File: config.mk
export PLATFORM = sky130hd
export DESIGN_NAME = rom_port
export DESIGN_NICKNAME = d
export VERILOG_FILES = /design/src/rtl/rom_pkg.sv /design/src/rtl/bus_phase_counter.sv /design/src/rtl/rom_port.sv
export SDC_FILE = /design/constraint.sdc
export NUM_CORES = 1
export LEC_CHECK = 0
export ABC_AREA = 0
export ABC_CLOCK_PERIOD_IN_PS = 2100
export CELL_PAD_IN_SITES_DETAIL_PLACEMENT = 1
export CELL_PAD_IN_SITES_GLOBAL_PLACEMENT = 2
export CORE_ASPECT_RATIO = 0.9
export CORE_UTILIZATION = 31
export CTS_BUF_LIST = sky130_fd_sc_hd__clkbuf_16
export CTS_CLUSTER_SIZE = 30
export DETAILED_ROUTE_END_ITERATION = 16
export PLACE_DENSITY_LB_ADDON = 0.1
export SYNTH_ARGS = -nofsm -noshare
export SYNTH_HDL_FRONTEND = slang
export SYNTH_SLANG_ARGS = --single-unit
File: constraint.sdc
create_clock -name clock -period 2.1 [get_ports clock]
set_clock_uncertainty 0.05 [all_clocks]
set_input_delay 0.42 -clock clock [delete_from_list [all_inputs] [get_ports clock]]
set_output_delay 0.42 -clock clock [all_outputs]
set_load 0.1 [all_outputs]
File: src/rtl/rom_pkg.sv
// Shared bus-cycle definitions for the 4-bit multiplexed CPU bus peripherals.
package rom_pkg;

  typedef logic [3:0] phase_t;

  localparam phase_t PH_IDLE = 4'd0;
  localparam phase_t PH_A1   = 4'd1;
  localparam phase_t PH_A2   = 4'd2;
  localparam phase_t PH_A3   = 4'd3;
  localparam phase_t PH_M1   = 4'd4;
  localparam phase_t PH_M2   = 4'd5;
  localparam phase_t PH_X1   = 4'd6;
  localparam phase_t PH_X2   = 4'd7;
  localparam phase_t PH_X3   = 4'd8;

  localparam logic [3:0] OPR_SRC = 4'h2;
  localparam logic [7:0] OP_WRR  = 8'hE2;
  localparam logic [7:0] OP_RDR  = 8'hEA;

  // SRC occupies the odd half of the 0x2 opcode row.
  function automatic logic is_src(input logic [7:0] inst);
    return (inst[7:4] == OPR_SRC) && inst[0];
  endfunction

endpackage

File: src/rtl/bus_phase_counter.sv
// Eight-phase instruction-cycle tracker slaved to the CPU sync strobe.
module bus_phase_counter
  import rom_pkg::*;
(
  input  logic   clock,
  input  logic   reset_n,
  input  logic   halt,
  input  logic   sync,
  output phase_t phase,
  output phase_t phase_nxt
);

  phase_t state_q;
  phase_t state_d;
  phase_t adv;

  always_ff @(posedge clock or negedge reset_n) begin
    if (!reset_n) state_q <= PH_IDLE;
    else          state_q <= state_d;
  end

  // Sync restarts the cycle from any phase; X3 parks until the next sync.
  always_comb begin
    adv = PH_IDLE;
    if (sync)                    adv = PH_A1;
    else if (state_q == PH_IDLE) adv = PH_IDLE;
    else if (state_q == PH_X3)   adv = PH_X3;
    else if (state_q < PH_X3)    adv = state_q + 4'd1;
    else                         adv = PH_IDLE;
    state_d = halt ? state_q : adv;
  end

  always_comb begin
    phase     = state_q;
    phase_nxt = adv;
  end

endmodule

File: src/rtl/rom_port.sv
// Program-ROM plus SRC-selected 4-bit I/O port on the multiplexed CPU bus.
module rom_port
  import rom_pkg::*;
#(
  parameter logic [3:0] CHIP_ID = 4'h0
) (
  input  logic       clock,
  input  logic       reset_n,
  input  logic       halt,
  input  logic       sync,
  input  logic       rom_cmd,
  input  logic [3:0] data_i,
  output logic [3:0] data_o,
  output logic       data_en,
  output logic [7:0] mem_addr,
  output logic       mem_rd,
  input  logic [7:0] mem_data,
  input  logic [3:0] io_in,
  output logic [3:0] io_out
);

  phase_t ph;
  phase_t ph_nxt;

  logic [3:0] data_o_q,    data_o_d;
  logic       data_en_q,   data_en_d;
  logic [7:0] mem_addr_q,  mem_addr_d;
  logic       mem_rd_q,    mem_rd_d;
  logic [3:0] io_out_q,    io_out_d;
  logic [3:0] a3_q,        a3_d;
  logic       fetch_sel_q, fetch_sel_d;
  logic [7:0] opcode_q,    opcode_d;
  logic [7:0] inst_q,      inst_d;
  logic       src_sel_q,   src_sel_d;
  logic       drive_fetch;

  bus_phase_counter u_phase (
    .clock     (clock),
    .reset_n   (reset_n),
    .halt      (halt),
    .sync      (sync),
    .phase     (ph),
    .phase_nxt (ph_nxt)
  );

  always_ff @(posedge clock or negedge reset_n) begin
    if (!reset_n) begin
      data_o_q    <= '0;
      data_en_q   <= 1'b0;
      mem_addr_q  <= '0;
      mem_rd_q    <= 1'b0;
      io_out_q    <= '0;
      a3_q        <= '0;
      fetch_sel_q <= 1'b0;
      opcode_q    <= '0;
      inst_q      <= '0;
      src_sel_q   <= 1'b0;
    end else begin
      data_o_q    <= data_o_d;
      data_en_q   <= data_en_d;
      mem_addr_q  <= mem_addr_d;
      mem_rd_q    <= mem_rd_d;
      io_out_q    <= io_out_d;
      a3_q        <= a3_d;
      fetch_sel_q <= fetch_sel_d;
      opcode_q    <= opcode_d;
      inst_q      <= inst_d;
      src_sel_q   <= src_sel_d;
    end
  end

  always_comb begin
    data_o_d    = data_o_q;
    data_en_d   = data_en_q;
    mem_addr_d  = mem_addr_q;
    mem_rd_d    = mem_rd_q;
    io_out_d    = io_out_q;
    a3_d        = a3_q;
    fetch_sel_d = fetch_sel_q;
    opcode_d    = opcode_q;
    inst_d      = inst_q;
    src_sel_d   = src_sel_q;
    drive_fetch = 1'b0;

    if (!halt) begin
      mem_rd_d = (ph_nxt == PH_A3);

      // Latch bus content belonging to the phase that is ending on this edge.
      case (ph)
        PH_A1: mem_addr_d[3:0] = data_i;
        PH_A2: mem_addr_d[7:4] = data_i;
        PH_A3: begin
          a3_d        = data_i;
          fetch_sel_d = rom_cmd && (data_i == CHIP_ID);
          opcode_d    = mem_data;
        end
        PH_M1: inst_d[7:4] = fetch_sel_q ? opcode_q[7:4] : data_i;
        PH_M2: inst_d[3:0] = fetch_sel_q ? opcode_q[3:0] : data_i;
        PH_X2: begin
          if (is_src(inst_q) && rom_cmd) src_sel_d = (data_i == CHIP_ID);
          if ((inst_q == OP_WRR) && src_sel_q) io_out_d = data_i;
        end
        default: ;
      endcase

      // Bus drive is registered, so it is decided for the phase being entered.
      // The A3 nibble qualifies the fetch select so both records stay consistent.
      drive_fetch = fetch_sel_d && (a3_d == CHIP_ID);
      data_en_d   = 1'b0;
      data_o_d    = '0;
      case (ph_nxt)
        PH_M1: if (drive_fetch) begin
          data_en_d = 1'b1;
          data_o_d  = opcode_d[7:4];
        end
        PH_M2: if (drive_fetch) begin
          data_en_d = 1'b1;
          data_o_d  = opcode_d[3:0];
        end
        PH_X2: if ((inst_d == OP_RDR) && src_sel_d) begin
          data_en_d = 1'b1;
          data_o_d  = io_in;
        end
        default: ;
      endcase
    end
  end

  assign data_o   = data_o_q;
  assign data_en  = data_en_q;
  assign mem_addr = mem_addr_q;
  assign mem_rd   = mem_rd_q & ~halt;
  assign io_out   = io_out_q;

endmodule

# After elaboration in Yosys (flattened, before gate mapping)

Index checks and enable logic that the tools add are counted.

Register bits: 44
Latch bits: 0
RAM bits: 0
Memory bits (read-only): 0
Input port bits: 21
Output and inout bits: 18
Memories kept: 0

Add/subtract/negate cells: 1
Multipliers: 0
Divide/modulo/power cells: 0
Magnitude comparators: 1
Equality and inequality tests: 14
Shift operators: 0
Mux-type cells: 25
Bitwise gates (word level): 2
Reductions and logical operators: 13

Operators with widths:

| cell                | count |
|---|---|
| $mux 4              | 15 |
| $eq 4x3->1 const B  | 6 |
| $eq 4x2->1 const B  | 4 |
| $eq 8x8->1 const B  | 2 |
| $logic_not 4->1     | 3 |
| $pmux 4 s3          | 1 |
| $mux 8              | 1 |
| $mux 1              | 7 |
| $logic_and 1x1->1   | 6 |
| $add 4x1->4 const B | 1 |
| $eq 4x1->1 const B  | 1 |
| $eq 4x4->1 const B  | 1 |
| $lt 4x4->1 const B  | 1 |
| $reduce_and 2->1    | 2 |
| $reduce_and 3->1    | 1 |
| $pmux 1 s2          | 1 |
| $reduce_or 2->1     | 1 |
| $and 1x1->1         | 1 |
| $not 1->1           | 1 |

# Longest topological paths before layout

Gate-level depths: netlist of the first run.

Depth in word-level cells: 9
Gate-level depth with buffers: 7
Gate-level depth less buffers: 7

# Hierarchy

A second synthesis of the first run with hierarchy kept.

Cells, all modules: 193
Area, all modules: 2348.5 um^2

By module, submodules not included:

| module            | instances | cells each | area an instance (um^2) | seq. area each (um^2) |
|---|---|---|---|---|
| rom_port          | 1         | 162        | 2053.2                  | 1001.0 |
| bus_phase_counter | 1         | 31         | 295.3                   | 100.1 |

# Least setup slack after synthesis of the first run

OpenSTA, ideal clock, no wires.

Path kind: in2out
Start: in halt
End: out mem_rd
Data arrival time: 1.947 ns
Required time: 1.630 ns
Path slack: -0.317 ns
Cell stages on the path: 2
Path buffers: 1
Path through: clkbuf_1 nor2b_1

Cells in the longest elaborated chain, start to end: 2

Ends and longest elaborated chain:

| what                       | RTL line        | text |
|---|---|---|
| start, declared            | rom_port.sv:9   | `input logic halt,` |
| $not 1->1 (no source line) | --              |  |
| $and 1x1->1                | rom_port.sv:132 | `assign mem_rd = mem_rd_q & ~halt;` |
| end, declared              | rom_port.sv:16  | `output logic mem_rd,` |

Every way passes these cells.

# Final worst setup path of the first run

Start: reg u_phase.state_q[0] (netlist: u_phase.phase[0])
End: reg data_o_q[0] (netlist: data_o[0])

Cells in the longest elaborated chain, start to end: 7
Elaborated cells on any way between the ends: 34
Classes of those cells: 1 x add/sub; 1 x order compare; 9 x eq/ne; 19 x mux; 4 x reduce/logical

Ends and longest elaborated chain:

| what                                      | RTL line                                | text |
|---|---|---|
| start, declared                           | bus_phase_counter.sv:13                 | `phase_t state_q;` |
| start signal, assigned                    | bus_phase_counter.sv:19                 | `else state_q <= state_d;` |
| $add 4x1->4, or another cell as far along | bus_phase_counter.sv:28                 | `else if (state_q < PH_X3) adv = state_q + 4'd1;` |
| $mux 4, on equally long branches          | bus_phase_counter.sv:28, rom_port.sv:89 |  |
| $mux 4, on equally long branches          | bus_phase_counter.sv:27, rom_port.sv:85 |  |
| $mux 4, or another cell as far along      | bus_phase_counter.sv:26                 | `else if (state_q == PH_IDLE) adv = PH_IDLE;` |
| $mux 4, or another cell as far along      | bus_phase_counter.sv:25                 | `if (sync) adv = PH_A1;` |
| $eq 4x3->1, or another cell as far along  | rom_port.sv:111                         | `case (ph_nxt)` |
| $pmux 4 s3 *                              | rom_port.sv:111                         |  |
| end signal, assigned                      | rom_port.sv:59                          | `data_o_q <= data_o_d;` |
| end, declared                             | rom_port.sv:25                          | `logic [3:0] data_o_q, data_o_d;` |

Mark *: on every way between the ends. The rest lies on a longest branch, timed or not. The select of a mux whose other input is x is not followed.
A chain may end at the register's enable or synchronous reset.

==> out/results.ini, run 1 <==
[run_status]
status = finished with violations
violations = setup timing

[critical_path]
worst_r2r_endpoint = data_o[0]$_DFFE_PN0N_
reg2reg_slack_ns = -0.03
crit_buf_inv = 2
critPathSlowestCell = or3b_4
reg2regPathDepth = 8
cp-start-kind = flop
cpLargestDelayFamily = simple AND/OR/NAND/NOR gates
r2r_start = u_phase.phase[0]$_DFFE_PN0N_
cp.depth = 8
critPathArrivalTime_ns = 2.29
required_ns = 2.26
critPathKind = flop to flop
path_max_fanout = 4
end_kind = flop
critPathMaxStageDelay_ns = 0.41
crit_chain = inv_2 -> ha_4 -> nand3b_4 -> or3b_4 -> a2111oi_4 -> buf_4 -> nand4_1 -> o21ai_1

[cts]
htree_levels = 2
cts_tree = yes
cts.sinks = 44
root_buffer = clkbuf_16
numCtsBuffers = 5
clockBufferDepth = 2
cts.clk_slew.worst_paths_ns = 0.07
insertion_delay_ns = 0.29
hold_buffers = 0

[sta]
setup_viol = 4
layout_setup_ws_ns = -0.0322
worst_hold_slack_ns = 0.157
relSlewSlack_pct = 60.8
worst_slew_pin_slew_ns = 0.588
finalHoldViolCount = 0
fin_crit_sh_pct = 102
min_period_ns = 2.13
rsz0062_at_grt = yes
fmax_ghz = 0.469
slew_viol_final = 0

[yosys]
syn_nets = 223
synth_top_area_share_pct = 48.4
ys_ff_latch = 44
synth.most_common_cell = dfrtp_1
synth-main-ff-cell = dfrtp_1
synth_common_cells = dfrtp_1, mux2_2, a21oi_1
synth_edf_count = 0
synth_cell_types = 45
ys_seq_area_share_pct = 48.4
avgSynthCellArea_um2 = 11.5
postSynthCellCount = 198
synthTopCellsByArea = dfrtp_1, mux2_2, mux4_2, a21oi_1, nor2_1
syn_area_mm2 = 0.00227
async_reset_ff_share_pct = 100
yosys_warnings = 0
yosys.area.top_type = dfrtp_1

[floorplanning]
die_area_mm2 = 0.00768
rows = 29
initial_core_util_pct = 32.1
core_area_mm2 = 0.00708
fp.dieH_um = 83.3
io_pins = 39
die_w_um = 92.3

[layout]
antenna_cells = 0
syn2layout_area_growth_pct = 47.8
fin_util_pct = 47.5
fin_nets = 304
drive_above_1_share_pct = 44.3
stdcell_count = 373

[placement]
dp_cells = 357
port_buffers = 38
gp_congestion = 0.898
hpwl_mm = 5.39

[min_path]
hold_path_class = input port to asynchronous set/reset pin

[flow_run]
maxCapViolCount = 0

[pwr]
comb_power_share_pct = 41.3
pwr-share-seq_pct = 35.4
swShare_pct = 40.7
p_int_uw = 2340
switching_power_uw = 1610
power_density_mw_per_mm2 = 1170
p_leak_uw = 0.00147
vdd_drop_max_v = 0.000462
clkPwrFrac_pct = 23.4
p_total_uw = 3950

[grt]
grt_pass1_vias = 2120
grt_max_degree = 45
grt_pass1_wl_mm = 11.9
antenna_found_initial = 0
overflow = 0
grt_usage_pct = 20.8

[route]
dr.pass1.iters = 4
post-route-drc-count = 0
first_iter_violations = 95
num_vias = 1919
wl_per_cell_um = 19.6
drt-total-wl_mm = 7.31
ant_nets = 0
via_per_inst = 5.14

[cell usage in the layout, fill, tap and decap left out, drive strengths merged, types with 5 or more instances in the layout]
master	count
mux2i	5
dfrtp	44
o21ai	10
clkbuf	5
nor2b	5
inv	12
a21oi	15
nor2	14
nand3	7
buf	64
clkdlybuf4s50	17
mux2	24
[repair_timing]
item | CTS | global route
setup buffers | 7 | 1
hold endpoints to repair | 0 | 0
gates resized for setup | 25 | 7
pin swaps | 11 | 8
setup endpoints to repair | 5 | 8
[sequential cells by signal, indices dropped and copies added, names as in the netlist]
register and count:
io_out 4, u_phase.phase 4, inst_q 8, src_sel_q 1
opcode_q 8, data_o 4, mem_addr 8, fetch_sel_q 1
mem_rd_q 1, data_en 1, a3_q 4
[metal layers]
layer,share of wire [%],global-route usage (%)
met1,44,26.6
met2,50,33.9
met3,2.9,4.85
met4,2.6,8.38
met5,0,0
[how the worst max path moves through the flow]
stage                                  from                    end  slack, ns
2_1_floorplan  u_phase.phase[0]$_DFFE_PN0N_  data_o[0]$_DFFE_PN0N_       0.01
3_3_place_gp                      data_i[0]  data_o[1]$_DFFE_PN0N_      -0.42
3_5_place_dp                      data_i[0]  data_o[0]$_DFFE_PN0N_      -0.55
4_1_cts        u_phase.phase[0]$_DFFE_PN0N_  data_o[0]$_DFFE_PN0N_      -0.02
5_1_grt        u_phase.phase[0]$_DFFE_PN0N_  data_o[3]$_DFFE_PN0N_      -0.15
6_report       u_phase.phase[0]$_DFFE_PN0N_  data_o[0]$_DFFE_PN0N_      -0.03
[metrics by stage]
step	TNS [ns]	setup slack [ns]	cell area [µm²]
after floorplan	0	0.0106	2280
after global routing	-0.628	-0.149	3360
after global placement	-2.54	-0.423	3000
after detailed placement	-3.29	-0.549	3000
final	-0.0892	-0.0322	3360
after CTS	-0.0151	-0.0151	3320
[power groups by stage]
stage	logic [µW]	registers [µW]	clock network [µW]
floorplan	577	1800	0
global placement	1490	1370	0
detailed placement	1530	1390	0
CTS	1620	1380	946
global route	1720	1430	986
finish	1630	1400	924
[layout make-up]
type                    count  area [µm²]
multi-input cells         134        1220
inverters                  11        41.3
clock inverters             3        46.3
well taps                  93         116
repair buffers             83         714
flip-flops and latches     44        1100
fillers                   759        3710
clock buffers               5         125
[cells by family (layout without fill, tap and decap cells)]
logic type	after synthesis	after routing	share of synthesized area [%]
AOI/OAI and AO/OA	42	42	12.3
adders and majority gates	4	4	2.20
buffers and inverters	20	102	3.63
DFF	44	44	48.4
muxes	33	33	18.0
and+or+nand+nor	55	55	15.4
Power figures use the tool's default switching activity.
==> inputs of run 2 (changes only) <==
Settings changed: CORE_MARGIN set to 4.
==> out/results.ini, run 2 (synthesized netlist as in run 1, its figures left out) <==
[placement]
hpwl_mm = 5.52
gp_congestion = 0.857
port_buffers = 38
place_area_mm2 = 0.00300

[sta]
slew_viol_final = 0
min_period_ns = 2.17
finalHoldViolCount = 0
setup_viol = 4
fin_crit_sh_pct = 103
relSlewSlack_pct = 60.5
worst_slew_pin_slew_ns = 0.592
rsz0062_at_grt = yes
fmax_ghz = 0.461
tns_ns = -0.222
layout_setup_ws_ns = -0.0706

[grt]
use_met3_pct = 2.89
grt_pass1_vias = 2147
gr-usage-met1_pct = 21.7
grt_pass1_wl_mm = 11.8
busiest_layer = met2
grt_usage_pct = 17.4
antenna_found_initial = 0
overflow = 0
grt_max_degree = 45
grt_use_met2_pct = 31.9

[pwr]
p_leak_uw = 0.00146
power_density_mw_per_mm2 = 1190
vdd_drop_max_v = 0.000492

[critical_path]
cp-start-kind = input port
end_kind = flop
reg2reg_slack_ns = -0.05
worst_r2r_endpoint = data_o[0]$_DFFE_PN0N_
required_ns = 2.26
r2r_start = u_phase.phase[1]$_DFFE_PN0N_
critPathArrivalTime_ns = 2.33
path_max_fanout = 4
reg2regPathDepth = 8
critPathKind = input port to flop

[cts]
htree_levels = 2
clockBufferDepth = 2
root_buffer = clkbuf_16
cts.clk_slew.worst_paths_ns = 0.07
insertion_delay_ns = 0.29
hold_buffers = 0
numCtsBuffers = 5
cts.sinks = 44
cts_tree = yes

[route]
first_iter_violations = 79
post-route-drc-count = 0
wl_per_cell_um = 19.9
num_vias = 1874
via_per_inst = 5.09
drt-total-wl_mm = 7.31
ant_nets = 0
dr.pass1.iters = 4

[floorplanning]
fp.dieH_um = 89.3
die_w_um = 98.3
core_area_mm2 = 0.00708
io_pins = 39
rows = 29
initial_core_util_pct = 32.1
die_area_mm2 = 0.00877

[layout]
multi_input_area_mm2 = 0.00120
area.sequential_mm2 = 0.00110
final_cell_mix = buf_4, dfrtp_1, mux2_2
drive_above_1_share_pct = 42.2
nFillCells = 785
design_area_mm2 = 0.00332
antenna_cells = 0
syn2layout_area_growth_pct = 45.9
final_common_cell = buf_4
fin_nets = 299

[run_status]
status = finished with violations
violations = setup timing

[min_path]
hold_path_class = input port to asynchronous set/reset pin

[flow_run]
maxCapViolCount = 0

==> run 2: changes by cell type in the layout (fill, tap and decap cells not counted), sizes merged <==
cell,change
clkinvlp,-1
buf,-5
inv,-1
dlygate4sd2,-1
dlymetal6s2s,+2
clkdlybuf4s50,-1
clkinv,+2
==> run 2: layer usage <==
metal  vias up  part of all wire (%)
li1        873                     -
met1       976                    43
met2        21                    55
met3         4                   1.8
met4         0                  0.60
met5         -                     0
==> run 2: power breakdown <==
group	internal (µW)	leakage (µW)	switching [µW]
Combinational	639	0.000835	988
Clock	566	0.0000840	351
Sequential	1130	0.000545	264
==> run 2: area by class of cell <==
| type | count | area share [%] |
|---|---|---|
| multi-input cells | 134 | 36.3 |
| clock buffers | 5 | 3.77 |
| flip-flops and latches | 44 | 33.2 |
| clock inverters | 3 | 1.43 |
| repair buffers | 78 | 20.6 |
| inverters | 11 | 1.24 |
| well taps | 93 | 3.51 |
==> run 2: worst max path at each step <==
| stage | start | end | slack (ns) | cells after the start |
|---|---|---|---|---|
| finish | data_i[3] | data_o[0]$_DFFE_PN0N_ | -0.07 | 7 |
| global route | u_phase.phase[1]$_DFFE_PN0N_ | data_o[2]$_DFFE_PN0N_ | -0.17 | 8 |
| CTS | u_phase.phase[1]$_DFFE_PN0N_ | data_o[0]$_DFFE_PN0N_ | -0.03 | 8 |
| detailed placement | data_i[0] | data_o[0]$_DFFE_PN0N_ | -0.59 | 8 |
| global placement | data_i[0] | data_o[2]$_DFFE_PN0N_ | -0.39 | 7 |
| floorplan | u_phase.phase[0]$_DFFE_PN0N_ | data_o[0]$_DFFE_PN0N_ | 0.01 | 7 |
==> run 2: timing repair <==
item                       4_1_cts  5_1_grt
resized for setup               20       11
buffers inserted                 3        0
pin swaps                       12        8
setup endpoints to repair        5        6
hold endpoints to repair         0        0
==> run 2: per-stage QoR <==
stage / power (µW) / utilization [%] / std cells / setup slack [ns] / hold WS, ns
detailed placement: 2940 / 42.5 / 357 / -0.586 / 0.418
global route: 4120 / 46.9 / 368 / -0.166 / 0.240
floorplan: 2370 / - / 198 / 0.0106 / 0.0744
global placement: 2870 / 42.5 / 357 / -0.392 / 0.410
CTS: 3930 / 46.3 / 368 / -0.0309 / 0.196
finish: 3940 / 46.9 / 368 / -0.0706 / 0.160
==> run 2: critical path, stage by stage <==
cell and delay (ns):
clkdlybuf4s50_1 0.49, mux2i_1 0.11, or3b_4 0.43, a2111oi_4 0.32, buf_4 0.17, nand4_1 0.18, o21ai_1 0.20
